File: src/rtl/ram2_arbiter_if.sv
// ram2_arbiter_if
//   CPU-side handshake bundle between the pipeline (IF and MEM stages plus
//   the pipeline controller) and the RAM2 sequencer.
//
//   Fetch port : if_req, if_addr -> if_data, if_valid
//   Data port  : mem_req, mem_we, mem_addr_i, mem_data_i -> mem_data_o, mem_done
//   Control    : stall_req (raised while any requester is waiting)
//
//   modport master : the pipeline side (drives requests)
//   modport slave  : the arbiter side (drives data/acks/stall)
interface ram2_arbiter_if #(
  parameter int DATA_W     = 16,
  parameter int CPU_ADDR_W = 16
);
  logic                  if_req;
  logic [CPU_ADDR_W-1:0] if_addr;
  logic [DATA_W-1:0]     if_data;
  logic                  if_valid;

  logic                  mem_req;
  logic                  mem_we;
  logic [CPU_ADDR_W-1:0] mem_addr_i;
  logic [DATA_W-1:0]     mem_data_i;
  logic [DATA_W-1:0]     mem_data_o;
  logic                  mem_done;

  logic                  stall_req;

  modport master (
    output if_req, if_addr, mem_req, mem_we, mem_addr_i, mem_data_i,
    input  if_data, if_valid, mem_data_o, mem_done, stall_req
  );

  modport slave (
    input  if_req, if_addr, mem_req, mem_we, mem_addr_i, mem_data_i,
    output if_data, if_valid, mem_data_o, mem_done, stall_req
  );
endinterface

File: src/rtl/ram2_arbiter.sv
// ram2_arbiter
//   Sequencer and arbiter for the single-ported RAM2 SRAM. Shares the SRAM
//   between instruction fetch and the MEM-stage data port (MEM has fixed
//   priority), runs a one-cycle read and a three-cycle write
//   (setup / pulse / hold), and requests a pipeline stall while any
//   requester is still waiting. The tristate pad lives at the top level.
//
//   clk, rst   : rising-edge clock, synchronous active-high reset
//   bus        : CPU-side handshake (ram2_arbiter_if.slave)
//   sram_addr  : SRAM address pins (zero-extended CPU address)
//   sram_dq_o  : write data toward the pad; sram_dq_oe enables the pad driver
//   sram_dq_i  : read data from the pad
//   sram_ce_n, sram_oe_n, sram_we_n : active-low SRAM strobes (registered)
module ram2_arbiter #(
  parameter int DATA_W      = 16,
  parameter int CPU_ADDR_W  = 16,
  parameter int SRAM_ADDR_W = 18
) (
  input  logic                   clk,
  input  logic                   rst,
  ram2_arbiter_if.slave          bus,
  output logic [SRAM_ADDR_W-1:0] sram_addr,
  output logic [DATA_W-1:0]      sram_dq_o,
  output logic                   sram_dq_oe,
  input  logic [DATA_W-1:0]      sram_dq_i,
  output logic                   sram_ce_n,
  output logic                   sram_oe_n,
  output logic                   sram_we_n
);

  typedef enum logic [2:0] {
    S_IDLE,
    S_RD,
    S_WR_SETUP,
    S_WR_PULSE,
    S_WR_HOLD
  } state_t;

  typedef enum logic {
    OWN_IF,
    OWN_MEM
  } owner_t;

  state_t state;
  owner_t owner;

  // A port whose ack is high this cycle is finishing, not asking again;
  // this stops a still-held req from being re-accepted on its own ack.
  logic if_elig;
  logic mem_elig;

  assign if_elig       = bus.if_req  & ~bus.if_valid;
  assign mem_elig      = bus.mem_req & ~bus.mem_done;
  assign bus.stall_req = if_elig | mem_elig;

  function automatic logic [SRAM_ADDR_W-1:0] zext(input logic [CPU_ADDR_W-1:0] a);
    return SRAM_ADDR_W'(a);
  endfunction

  // All strobes are registered: each is set on the edge that enters the
  // state in which it must be active, so the pins never glitch.
  // NOTE: sequential state uses non-blocking (<=) so every register samples
  // pre-edge values regardless of statement order.
  always_ff @(posedge clk) begin
    if (rst) begin
      state          <= S_IDLE;
      owner          <= OWN_IF;
      sram_addr      <= '0;
      sram_dq_o      <= '0;
      sram_dq_oe     <= 1'b0;
      sram_ce_n      <= 1'b1;
      sram_oe_n      <= 1'b1;
      sram_we_n      <= 1'b1;
      bus.if_data    <= '0;
      bus.if_valid   <= 1'b0;
      bus.mem_data_o <= '0;
      bus.mem_done   <= 1'b0;
    end else begin
      bus.if_valid <= 1'b0;
      bus.mem_done <= 1'b0;

      unique case (state)
        S_IDLE: begin
          if (mem_elig) begin
            owner     <= OWN_MEM;
            sram_addr <= zext(bus.mem_addr_i);
            sram_ce_n <= 1'b0;
            if (bus.mem_we) begin
              sram_dq_o  <= bus.mem_data_i;
              sram_dq_oe <= 1'b1;
              state      <= S_WR_SETUP;
            end else begin
              sram_oe_n <= 1'b0;
              state     <= S_RD;
            end
          end else if (if_elig) begin
            owner     <= OWN_IF;
            sram_addr <= zext(bus.if_addr);
            sram_ce_n <= 1'b0;
            sram_oe_n <= 1'b0;
            state     <= S_RD;
          end
        end

        S_RD: begin
          if (owner == OWN_IF) begin
            bus.if_data  <= sram_dq_i;
            bus.if_valid <= 1'b1;
          end else begin
            bus.mem_data_o <= sram_dq_i;
            bus.mem_done   <= 1'b1;
          end
          sram_oe_n <= 1'b1;
          sram_ce_n <= 1'b1;
          state     <= S_IDLE;
        end

        S_WR_SETUP: begin
          sram_we_n <= 1'b0;
          state     <= S_WR_PULSE;
        end

        // Address and data stay registered through the hold cycle so the
        // SRAM sees them stable around the rising edge of we_n.
        S_WR_PULSE: begin
          sram_we_n <= 1'b1;
          state     <= S_WR_HOLD;
        end

        S_WR_HOLD: begin
          sram_dq_oe   <= 1'b0;
          sram_ce_n    <= 1'b1;
          bus.mem_done <= 1'b1;
          state        <= S_IDLE;
        end

        default: state <= S_IDLE;
      endcase
    end
  end

endmodule

File: src/flat_wrapper.sv
// flat-port wrapper written by rule: the top's interface ports become plain ports
module ram2_arbiter_flat 
#(
  parameter int DATA_W      = 16,
  parameter int CPU_ADDR_W  = 16,
  parameter int SRAM_ADDR_W = 18
)
  (clk, rst, sram_addr, sram_dq_o, sram_dq_oe, sram_dq_i, sram_ce_n, sram_oe_n, sram_we_n, bus_if_req, bus_if_addr, bus_mem_req, bus_mem_we, bus_mem_addr_i, bus_mem_data_i, bus_if_data, bus_if_valid, bus_mem_data_o, bus_mem_done, bus_stall_req);
  ram2_arbiter_if #(.DATA_W(DATA_W), .CPU_ADDR_W(CPU_ADDR_W)) bus_i ();
  input  logic clk;
  input  logic rst;
  output logic [SRAM_ADDR_W-1:0] sram_addr;
  output logic [DATA_W-1:0] sram_dq_o;
  output logic sram_dq_oe;
  input  logic [DATA_W-1:0] sram_dq_i;
  output logic sram_ce_n;
  output logic sram_oe_n;
  output logic sram_we_n;
  input wire logic [$bits(bus_i.if_req)-1:0] bus_if_req;
  input wire logic [$bits(bus_i.if_addr)-1:0] bus_if_addr;
  input wire logic [$bits(bus_i.mem_req)-1:0] bus_mem_req;
  input wire logic [$bits(bus_i.mem_we)-1:0] bus_mem_we;
  input wire logic [$bits(bus_i.mem_addr_i)-1:0] bus_mem_addr_i;
  input wire logic [$bits(bus_i.mem_data_i)-1:0] bus_mem_data_i;
  output wire logic [$bits(bus_i.if_data)-1:0] bus_if_data;
  output wire logic [$bits(bus_i.if_valid)-1:0] bus_if_valid;
  output wire logic [$bits(bus_i.mem_data_o)-1:0] bus_mem_data_o;
  output wire logic [$bits(bus_i.mem_done)-1:0] bus_mem_done;
  output wire logic [$bits(bus_i.stall_req)-1:0] bus_stall_req;
  assign bus_i.if_req = bus_if_req;
  assign bus_i.if_addr = bus_if_addr;
  assign bus_i.mem_req = bus_mem_req;
  assign bus_i.mem_we = bus_mem_we;
  assign bus_i.mem_addr_i = bus_mem_addr_i;
  assign bus_i.mem_data_i = bus_mem_data_i;
  assign bus_if_data = bus_i.if_data;
  assign bus_if_valid = bus_i.if_valid;
  assign bus_mem_data_o = bus_i.mem_data_o;
  assign bus_mem_done = bus_i.mem_done;
  assign bus_stall_req = bus_i.stall_req;
  ram2_arbiter #(.DATA_W(DATA_W), .CPU_ADDR_W(CPU_ADDR_W), .SRAM_ADDR_W(SRAM_ADDR_W)) u_core (.clk(clk), .rst(rst), .bus(bus_i), .sram_addr(sram_addr), .sram_dq_o(sram_dq_o), .sram_dq_oe(sram_dq_oe), .sram_dq_i(sram_dq_i), .sram_ce_n(sram_ce_n), .sram_oe_n(sram_oe_n), .sram_we_n(sram_we_n));
endmodule
File: config.mk
export PLATFORM = sky130hd
export DESIGN_NAME = ram2_arbiter_flat
export DESIGN_NICKNAME = d
export VERILOG_FILES = /design/src/rtl/ram2_arbiter_if.sv /design/src/rtl/ram2_arbiter.sv /design/src/flat_wrapper.sv
export SDC_FILE = /design/constraint.sdc
export NUM_CORES = 1
export LEC_CHECK = 0
export CORE_MARGIN = 2
export CORE_UTILIZATION = 36
export CTS_CLUSTER_SIZE = 16
export DETAILED_ROUTE_END_ITERATION = 10
export HOLD_SLACK_MARGIN = 0.12
export PLACE_DENSITY = 0.76
export REMOVE_ABC_BUFFERS = 1
export SYNTH_ARGS = -nofsm -noshare
export SYNTH_HDL_FRONTEND = slang
export SYNTH_SLANG_ARGS = --single-unit
File: constraint.sdc
create_clock -name clk -period 1.3 [get_ports clk]
set_clock_uncertainty 0.05 [all_clocks]
set_input_delay 0.195 -clock clk [delete_from_list [all_inputs] [get_ports clk]]
set_output_delay 0.195 -clock clk [all_outputs]
set_load 0.01 [all_outputs]
==> impl_metrics.csv <==
group,metric,value,unit
power,switching_share,0.278,
clocking,clock_latency,0.33,ns
floorplan,std_cell_rows,32,
synth,synth.distinct_cells,28,
routing,drc,0,
final_layout,layout-drive-gt1-share,0.277,
power,leakagePower,0.00234,uW
floorplan,start_util,0.369,
placement,hpwl,5.75,mm
floorplan,coreArea,7650,um2
synth,yosys.area.top_type_share,0.525,
floorplan,ios,142,
global_routing,antenna_found_initial,0,
routing,firstDrtPassIters,4,
floorplan,fp.dieW,92.6,um
power,power_frac_seq,0.440,
power,ir_worst_vdd,0.000591,V
power,combPwrFrac,0.265,
power,internal_power,4150,uW
clocking,cts_tree,"yes",
final_layout,nNetsFinal,587,
global_routing,grt_usage,0.214,
synth,ys_ff_latch,74,
routing,vias,3086,
critical_path,cp-end-kind,"flip-flop",
timing,period_needed,1.55,ns
timing,final.setup.tns,-7.54,ns
critical_path,crit_fanout,8,
synth,ys.flop_type,"dfxtp_1",
global_routing,grt_pass1_wl,14.6,mm
timing,setup_viol,67,
final_layout,antenna_cells,0,
clocking,ctsLongestPathBuffers,2,
critical_path,cp-start-kind,"flip-flop",
timing,rsz0062_at_grt,"true",
global_routing,gr-total-overflow,0,
global_routing,grt_max_degree,44,
timing,period_share,1.19,
synth,yosys.area.top_type,"dfxtp_1",
timing,fmax,646,MHz
critical_path,arrival,1.72,ns
final_layout,syn_to_final_growth,84.8,%
synth,syn_inst,353,
clocking,clock_sinks,74,
synth,avgSynthCellArea,8.00,um2
placement,pre_cts_ws,-0.446,ns
synth,netlist_area,2820,um2
timing,worst_slack,-0.247,ns
floorplan,die_h,92.6,um
power,pwr_density_cell,1100,nW/um2
status,violations,"negative setup slack",
status,outcome,"complete, but fails checks",
routing,detail_route.wl_per_cell,15.0,um
synth,async_flop_share,0,
worst_hold_path,hp-class,"primary input to flip-flop",
flow_run,maxCapViolations,0,
floorplan,die-area,8570,um2
critical_path,worstSetupPathType,"flip-flop to flip-flop",
placement,portBuffers,139,
timing,hold_viol,0,
power,p_sw,1600,uW
timing,slew_violations,0,
routing,drtIter0Drc,66,
routing,drt-vias-per-instance,4.94,
routing,routed_wl,9.40,mm
synth,seq_area_frac_synth,0.525,
global_routing,grt_pass1_vias,2977,
clocking,cts-root-buf,"clkbuf_8",
clocking,clkTransAtPathRegs,0.07,ns
synth,synth_most_common_cell,"nand2_1",
clocking,cts_made_buffers,9,
synth,ys_top_cells_by_area,"dfxtp_1, nand2_1, a21oi_1",
placement,place_congestion,0.820,
synth,synthTopCellsByCount,"nand2_1, dfxtp_1, a21oi_1",
synth,synth_edf_count,0,
routing,drtAntennaViolNets,0,
synth,yosys_warnings,0,
power,clockPowerShare,0.295,
critical_path,critical_path_required,1.47,ns
clocking,h-tree-depth,3,
-- sequential cells by signal, indices dropped and copies added, names as in the netlist --
name                   cells
u_core.sram_addr          16
u_core.sram_oe_n           1
u_core.state               3
u_core.bus.mem_data_o     16
u_core.bus.mem_done        1
u_core.bus.if_data        16
u_core.sram_we_n           1
u_core.sram_ce_n           1
u_core.bus.if_valid        1
u_core.sram_dq_o          16
u_core.sram_dq_oe          1
u_core.owner               1
-- placed cells by master (no fill, tap or decap), types with 2 or more instances in the layout --
cell type | netlist | final
buf_6 | 3 | 10
nand2b_4 | 0 | 4
a21oi_2 | 0 | 31
dfxtp_1 | 74 | 69
dfxtp_4 | 0 | 2
a311oi_1 | 16 | 12
nor2b_1 | 4 | 2
buf_2 | 6 | 2
nand2_4 | 0 | 21
clkdlybuf4s50_1 | 0 | 67
a31oi_1 | 2 | 2
a311oi_2 | 0 | 4
clkbuf_1 | 12 | 4
nor3_1 | 4 | 3
nand2_1 | 132 | 106
buf_4 | 3 | 20
nor2_1 | 20 | 13
nor2_2 | 0 | 7
a21oi_1 | 53 | 22
buf_12 | 0 | 5
clkbuf_8 | 0 | 9
dfxtp_2 | 0 | 3
buf_16 | 0 | 3
nand2_2 | 0 | 5
conb_1 | 1 | 2
dlygate4sd2_1 | 0 | 68
clkinv_2 | 0 | 2
buf_8 | 0 | 2
-- area by class of cell --
cell class | count | area (um2)
clock buffer | 13 | 139
clock inverter | 3 | 40.0
fill | 630 | 2430
multi-input combinational | 251 | 1590
sequential | 74 | 1490
tap | 102 | 128
timing repair buffer | 182 | 1830
-- critical path: stages (launching register included) --
cell and delay (ns):
dfxtp_4 0.36, nor3_4 0.19, a21boi_4 0.24, buf_4 0.15, buf_12 0.11, nor2_1 0.05, a311oi_2 0.30
-- logic make-up (layout without fill, tap and decap cells) --
kind of cell | Yosys count | count (layout) | synth area share
other cells | 1 | 2 | 0.00133
simple gates | 174 | 174 | 0.256
buf+inv | 29 | 198 | 0.0549
compound gates | 75 | 75 | 0.163
flops | 74 | 74 | 0.525
-- per-layer routing --
metal  vias to the layer above  global-route usage  share of wire
met5                         -                   0              0
met4                         0              0.0821          0.018
met3                        14              0.0504          0.063
met2                        93               0.356           0.50
met1                      1482               0.268           0.42
li1                       1497                   -              -
-- worst paths after layout --
check             depth (start not counted)              startpoint  slack (ns)                      to
hold / removal                            3      bus_mem_data_i[13]        0.35    u_core.sram_dq_o[13]
setup / recovery                          6         u_core.state[1]       -0.25     u_core.sram_addr[8]
hold reg to reg                           2  u_core.bus.if_data[15]        0.40  u_core.bus.if_data[15]
setup reg to reg                          6         u_core.state[1]       -0.25     u_core.sram_addr[8]
-- repair_timing --
item                       CTS  global route
buffers inserted             7             6
pin swaps                   34            35
cloned                       6             1
hold endpoints to repair     1             0
setup endpoints to repair  135            70
gates resized for setup    143            62
hold buffers                 1             0
-- power groups by stage --
stage	registers (uW)	clock network [uW]	logic [uW]
2_1_floorplan	2650	0	353
3_3_place_gp	2570	0	1180
3_5_place_dp	2580	0	1200
4_1_cts	2530	1740	1360
5_1_grt	2550	1860	1640
6_report	2530	1700	1530
-- metrics by stage --
step / power [uW] / hold slack, ns / util / instances / area (um2)
finish: 5760 / 0.353 / 0.683 / 625 / 5220
global route: 6050 / 0.360 / 0.683 / 625 / 5220
CTS: 5620 / 0.340 / 0.647 / 619 / 4950
detailed placement: 3780 / 0.396 / 0.578 / 590 / 4420
global placement: 3750 / 0.391 / 0.578 / 590 / 4420
floorplan: 3000 / 0.214 / - / 325 / 2670
No activity file was read; power rests on OpenSTA's default activity.
